### src/rtl/rat_multiport.sv
// +------------------------------------------------------------------------------+
// | rat_multiport: multi-port register alias table with branch checkpoints.     |
// | Optional macro RAT_MULTIPORT_COMMIT_RAT_EN adds a committed RAT for flush.  |
// | Revision: 1.0                                                                |
// +------------------------------------------------------------------------------+
`default_nettype none

module rat_multiport #(
  parameter int N_ARCH_REGS  = 32,
  parameter int N_PHYS_REGS  = 128,
  parameter int RENAME_WIDTH = 2,
  parameter int N_CKPT       = 4,
  localparam int PW = $clog2(N_PHYS_REGS),
  localparam int AW = $clog2(N_ARCH_REGS),
  localparam int RW = RENAME_WIDTH,
  localparam int CW = $clog2(N_CKPT)
) (
  input  logic             clk,
  input  logic             rst_n,
  input  logic             flush_i,
  input  logic             recover_i,
  input  logic [CW-1:0]    recover_ckpt_i,
  input  logic [RW-1:0]    ren_valid_i,
  input  logic [RW*AW-1:0] ren_rs1_i,
  input  logic [RW*AW-1:0] ren_rs2_i,
  input  logic [RW*AW-1:0] ren_rd_i,
  input  logic [RW*PW-1:0] ren_new_phys_i,
  input  logic [RW-1:0]    ren_ckpt_req_i,
  output logic [RW*PW-1:0] ren_rs1_phys_o,
  output logic [RW*PW-1:0] ren_rs2_phys_o,
  output logic [RW*PW-1:0] ren_rd_old_phys_o,
  output logic [RW*CW-1:0] ren_ckpt_id_o,
  output logic             stall_o,
  input  logic             ckpt_release_i,
  output logic [CW:0]      ckpt_free_o,
  input  logic [RW-1:0]    cmt_valid_i,
  input  logic [RW*AW-1:0] cmt_rd_i,
  input  logic [RW*PW-1:0] cmt_phys_i
);

  localparam logic [CW:0] FULL = (CW+1)'(N_CKPT);

  logic [PW-1:0] rat      [N_ARCH_REGS];
  logic [PW-1:0] stage    [RW+1][N_ARCH_REGS];
  logic [PW-1:0] ckpt_mem [N_CKPT][N_ARCH_REGS];
  logic [CW-1:0] head, tail;
  logic [CW:0]   free_cnt;
  logic [CW-1:0] slot_id [RW];
  logic [31:0]   req_cnt;
  logic [CW-1:0] rec_occ;
  logic          accept, release_ok, rec_pop;

  // stage[k] is the map seen by slot k: RAT plus writes of slots 0..k-1
  always_comb begin
    for (int k = 0; k <= RW; k++) begin
      for (int i = 0; i < N_ARCH_REGS; i++) begin
        stage[k][i] = rat[i];
        for (int j = 0; j < k; j++) begin
          if (ren_valid_i[j] && i != 0 && ren_rd_i[j*AW +: AW] == AW'(i))
            stage[k][i] = ren_new_phys_i[j*PW +: PW];
        end
      end
    end
  end

  always_comb begin
    req_cnt           = '0;
    ren_rs1_phys_o    = '0;
    ren_rs2_phys_o    = '0;
    ren_rd_old_phys_o = '0;
    ren_ckpt_id_o     = '0;
    for (int k = 0; k < RW; k++) begin
      slot_id[k] = tail + CW'(req_cnt);
      if (ren_valid_i[k] && ren_ckpt_req_i[k])
        req_cnt = req_cnt + 32'd1;
      ren_rs1_phys_o[k*PW +: PW]    = stage[k][ren_rs1_i[k*AW +: AW]];
      ren_rs2_phys_o[k*PW +: PW]    = stage[k][ren_rs2_i[k*AW +: AW]];
      ren_rd_old_phys_o[k*PW +: PW] = stage[k][ren_rd_i[k*AW +: AW]];
      ren_ckpt_id_o[k*CW +: CW]     = slot_id[k];
    end
  end

  assign stall_o     = req_cnt > 32'(free_cnt);
  assign ckpt_free_o = free_cnt;
  assign accept      = (|ren_valid_i) && !stall_o && !recover_i && !flush_i;
  assign release_ok  = ckpt_release_i && (free_cnt != FULL);
  // Recovering to a slot frees it and everything younger; a concurrent release
  // pops the head only when the head survives the recovery.
  assign rec_occ     = recover_ckpt_i - head;
  assign rec_pop     = ckpt_release_i && (head != recover_ckpt_i);

`ifdef RAT_MULTIPORT_COMMIT_RAT_EN
  logic [PW-1:0] cmt_rat  [N_ARCH_REGS];
  logic [PW-1:0] cmt_next [N_ARCH_REGS];

  always_comb begin
    cmt_next = cmt_rat;
    for (int j = 0; j < RW; j++) begin
      if (cmt_valid_i[j] && cmt_rd_i[j*AW +: AW] != '0)
        cmt_next[cmt_rd_i[j*AW +: AW]] = cmt_phys_i[j*PW +: PW];
    end
  end

  always_ff @(posedge clk or negedge rst_n) begin
    if (!rst_n) begin
      for (int i = 0; i < N_ARCH_REGS; i++) cmt_rat[i] <= PW'(i);
    end else begin
      cmt_rat <= cmt_next;
    end
  end
`else
  logic unused_cmt;
  assign unused_cmt = ^{cmt_valid_i, cmt_rd_i, cmt_phys_i};
`endif

  always_ff @(posedge clk) begin
    for (int k = 0; k < RW; k++) begin
      if (accept && ren_valid_i[k] && ren_ckpt_req_i[k])
        ckpt_mem[slot_id[k]] <= stage[k+1];
    end
  end

  always_ff @(posedge clk or negedge rst_n) begin
    if (!rst_n) begin
      for (int i = 0; i < N_ARCH_REGS; i++) rat[i] <= PW'(i);
      head     <= '0;
      tail     <= '0;
      free_cnt <= FULL;
    end else if (recover_i) begin
      rat      <= ckpt_mem[recover_ckpt_i];
      tail     <= recover_ckpt_i;
      head     <= head + CW'(rec_pop);
      free_cnt <= FULL - {1'b0, rec_occ} + (CW+1)'(rec_pop);
    end else if (flush_i) begin
      head     <= tail;
      free_cnt <= FULL;
`ifdef RAT_MULTIPORT_COMMIT_RAT_EN
      rat      <= cmt_next;
`endif
    end else begin
      if (accept) begin
        rat  <= stage[RW];
        tail <= tail + CW'(req_cnt);
      end
      head     <= head + CW'(release_ok);
      free_cnt <= free_cnt + (CW+1)'(release_ok) - (accept ? (CW+1)'(req_cnt) : '0);
    end
  end

endmodule

`default_nettype wire

### config.mk
export PLATFORM = sky130hd
export DESIGN_NAME = rat_multiport
export DESIGN_NICKNAME = d
export VERILOG_FILES = /design/src/rtl/rat_multiport.sv
export SDC_FILE = /design/constraint.sdc
export NUM_CORES = 2
export LEC_CHECK = 0
export CAP_MARGIN = 10
export CORE_UTILIZATION = 40
export DETAILED_ROUTE_END_ITERATION = 8
export SKIP_LAST_GASP = 1
export SYNTH_ARGS = -nofsm -noshare
export SYNTH_HDL_FRONTEND = slang
export SYNTH_SLANG_ARGS = --single-unit
### constraint.sdc
create_clock -name clk -period 14.2 [get_ports clk]
set_input_delay 2.84 -clock clk [delete_from_list [all_inputs] [get_ports clk]]
set_output_delay 2.84 -clock clk [all_outputs]
set_load 0.05 [all_outputs]
==> results.sh <==
export IMPL_cts_sinks=1127
export IMPL_gp_congestion=1.06
export IMPL_tightest_slew_ns=1.39
export IMPL_final_min_clock_period_ns=11.63
export IMPL_postCtsSetupBuffers=0
export IMPL_core_area_um2=172000
export IMPL_clk_latency_ns=0.82
export IMPL_grt_max_degree=179
export IMPL_rsz0062_at_grt="no"
export IMPL_p_sw_mw=3.32
export IMPL_initial_core_util=0.404
export IMPL_finalClockSkew_ns=0.0312
export IMPL_drive_gt1_frac=0.178
export IMPL_viasPerCell=6.66
export IMPL_clockPowerShare=0.332
export IMPL_routed_wirelength_mm=315
export IMPL_placed_area_um2=72700
export IMPL_num_vias=58800
export IMPL_seqPwrFrac=0.421
export IMPL_die_area_um2=176000
export IMPL_grt_pass1_vias=54200
export IMPL_grt_pass1_wl_mm=437
export IMPL_grt_use_met1=0.488
export IMPL_design_area_um2=76800
export IMPL_ys_seq_area_frac=0.471
export IMPL_start_kind="primary input"
export IMPL_tritoncts="yes"
export IMPL_finalCritPeriodShare=0.819
export IMPL_ctsLongestPathBuffers=3
export IMPL_status="completed"
export IMPL_p_per_area_nw_per_um2=129
export IMPL_total_power_mw=9.89
export IMPL_internal_power_mw=6.57
export IMPL_drtIter0Drc=8991
export IMPL_cp_arrival_ns=8.79
export IMPL_cts_resized=0
export IMPL_use_met2=0.516
export IMPL_antenna_left=0
export IMPL_firstDrtPassIters=8
export IMPL_setup_viol_count_final=0
export IMPL_layout_nets=6495
export IMPL_synth_edf_count=896
export IMPL_cp_required_ns=11.36
export IMPL_clk_pin_slew_ns=0.06
export IMPL_min_path_type="reg -> reg"
export IMPL_die_h_um=419
export IMPL_ys_types=101
export IMPL_async_flop_share=0.205
export IMPL_ir_worst_vdd_mv=0.117
export IMPL_seq_area_um2=32800
export IMPL_fill_cells=16000
export IMPL_synth_cells=6571
export IMPL_ctsRootBufferMaster="clkbuf_16"
export IMPL_synth_area_um2=69600
export IMPL_relSlewSlack=0.0481
export IMPL_globalRouteOverflowTotal=0
export IMPL_synth_top_flop_cell="edfxtp_1"
export IMPL_avgRoutedWirePerCell_um=35.7
export IMPL_crit_type="in -> out"
export IMPL_synth_seq_cells=1127
export IMPL_hold_buffers=0
export IMPL_synth_warnings=0
export IMPL_ios=131
export IMPL_syn_num_nets=6664
export IMPL_power_leakage_nw=27.1
export IMPL_combPwrFrac=0.247
export IMPL_hold_viol=0
export IMPL_area_delta_synth_final_pct=10.4
export IMPL_maxCapViolations=0
export IMPL_multi_input_area_um2=34400
export IMPL_syn_area_per_cell_um2=10.6
export IMPL_htreeDepth=4
export IMPL_place_hpwl_mm=210
export IMPL_numCtsBuffers=130
export IMPL_grtUsageMet3=0.0811
export IMPL_drv_slew=0
export IMPL_grt_use_total=0.355
export IMPL_drc_errors=0
export IMPL_switching_share=0.336
export IMPL_antenna_found_initial=16
export IMPL_port_buffers=104
export IMPL_top_usage_layer="met2"
export IMPL_path_max_fanout=38
export IMPL_num_rows=152
export IMPL_die_w_um=419
export IMPL_endpoint_kind="primary output"
export IMPL_fmax_mhz=86.0
==> power groups by stage <==
stage | logic, mW | clock network (mW) | registers [mW]
detailed placement | 2.35 | 0 | 4.20
global placement | 2.33 | 0 | 4.20
CTS | 2.37 | 3.32 | 4.14
global route | 2.56 | 3.44 | 4.16
finish | 2.44 | 3.28 | 4.17
floorplan | 1.49 | 0 | 4.08
==> layout by cell type, fill, tap and decap left out, types with 43 or more instances in the layout <==
master / instances
a21oi_1: 689
nor2_1: 788
clkbuf_16: 133
dfrtp_1: 150
o22ai_1: 64
a211oi_1: 43
mux2i_1: 317
mux4_2: 446
dfstp_2: 81
nor3_1: 73
o21ai_0: 845
buf_4: 168
edfxtp_1: 896
nand2_1: 859
clkdlybuf4s50_1: 75
mux2_2: 168
==> path summary, 6_finish.rpt <==
kind                                 from                  to  slack [ns]  cells after the start
max                           ren_rd_i[1]  ren_rs2_phys_o[13]        2.57                     11
min                                rat[2]              rat[2]        0.60                      2
max reg2reg                ckpt_free_o[1]    ckpt_mem[0][172]       10.21                      9
min reg2reg                        rat[2]              rat[2]        0.60                      2
max in group asynchronous           rst_n            rat[193]       10.15                      3
min in group asynchronous           rst_n             rat[15]        2.05                      1
==> worst max-delay path, stage by stage <==
cell and delay, ns:
buf_4 0.34, buf_4 0.64, nand4_2 0.72, nor2_1 0.71
buf_4 0.31, mux2i_1 0.76, inv_1 0.08, mux4_2 0.48
a211oi_1 0.71, a211oi_1 0.34, clkdlybuf4s50_1 0.80
==> metrics by stage <==
stage	hold slack [ns]	TNS [ns]	util	cells	worst slack, ns
after floorplan	0.542	-96.87	-	6571	-0.216
after global routing	0.620	0	0.446	8822	2.77
final	0.599	0	0.446	8824	2.57
after detailed placement	0.581	0	0.422	8578	2.98
after CTS	0.590	0	0.446	8817	2.97
after global placement	0.577	0	0.422	8578	3.00
==> sequential cells by signal (all words and copies together) (netlist names) <==
name	count
ckpt_mem	896
head	2
tail	2
ckpt_free_o	3
rat	224
==> layer usage <==
| metal | vias to the layer above | part of all wire | routed length (µm) |
|---|---|---|---|
| met1 | 29600 | 0.39 | 124000 |
| li1 | 24500 | - | - |
| met5 | - | 0.00024 | 77 |
| met3 | 751 | 0.11 | 34700 |
| met4 | 12 | 0.064 | 20200 |
| met2 | 3953 | 0.43 | 136000 |
==> synth_stat cells, drive strengths merged (10+ instances only) <==
| cell | instances | area share |
|---|---|---|
| edfxtp | 896 | 0.39 |
| mux2 | 169 | 0.027 |
| a22oi | 27 | 0.0029 |
| xnor2 | 11 | 0.0014 |
| a21boi | 12 | 0.0016 |
| mux4 | 446 | 0.14 |
| a21oi | 689 | 0.050 |
| nand2b | 21 | 0.0019 |
| dfstp | 81 | 0.031 |
| a2111oi | 13 | 0.0018 |
| or2 | 12 | 0.0011 |
| nor2 | 813 | 0.045 |
| o22ai | 64 | 0.0058 |
| o31ai | 16 | 0.0017 |
| nor3 | 73 | 0.0053 |
| nor4 | 18 | 0.0016 |
| a211oi | 43 | 0.0046 |
| ha | 11 | 0.0020 |
| o221ai | 11 | 0.0014 |
| nand4 | 14 | 0.0013 |
| clkbuf | 429 | 0.023 |
| o21ai | 870 | 0.063 |
| nor2b | 14 | 0.0013 |
| o32ai | 25 | 0.0031 |
| buf | 157 | 0.011 |
| dfrtp | 150 | 0.054 |
| a221oi | 22 | 0.0028 |
| or3 | 18 | 0.0016 |
| o311ai | 23 | 0.0029 |
| inv | 26 | 0.0014 |
| and2 | 10 | 0.00090 |
| nand2 | 863 | 0.047 |
| mux2i | 318 | 0.046 |
| o211ai | 36 | 0.0040 |
| nand3 | 32 | 0.0023 |
| a31oi | 12 | 0.0011 |
==> cells by family (layout without fill, tap and decap cells) <==
logic type | Yosys count | after routing | share of synthesized area
buf+inv | 615 | 553 | 0.0354
flops | 1127 | 1127 | 0.471
mux | 933 | 933 | 0.218
fa+ha+maj | 12 | 12 | 0.00227
compound gates | 1943 | 1943 | 0.157
simple gates | 1925 | 1925 | 0.115
xor+xnor | 16 | 16 | 0.00201
other cells | 0 | 5 | 0
==> final cells by class <==
type,instances,share of cell area
clock buffer,174,0.0460
sequential,1127,0.427
multi-input combinational,4829,0.448
clock inverter,65,0.00723
inverter,29,0.00142
tap,2310,0.0376
timing repair buffer,285,0.0331
antenna,5,0.000163
Note: power is estimated with default switching activity, not from simulation.
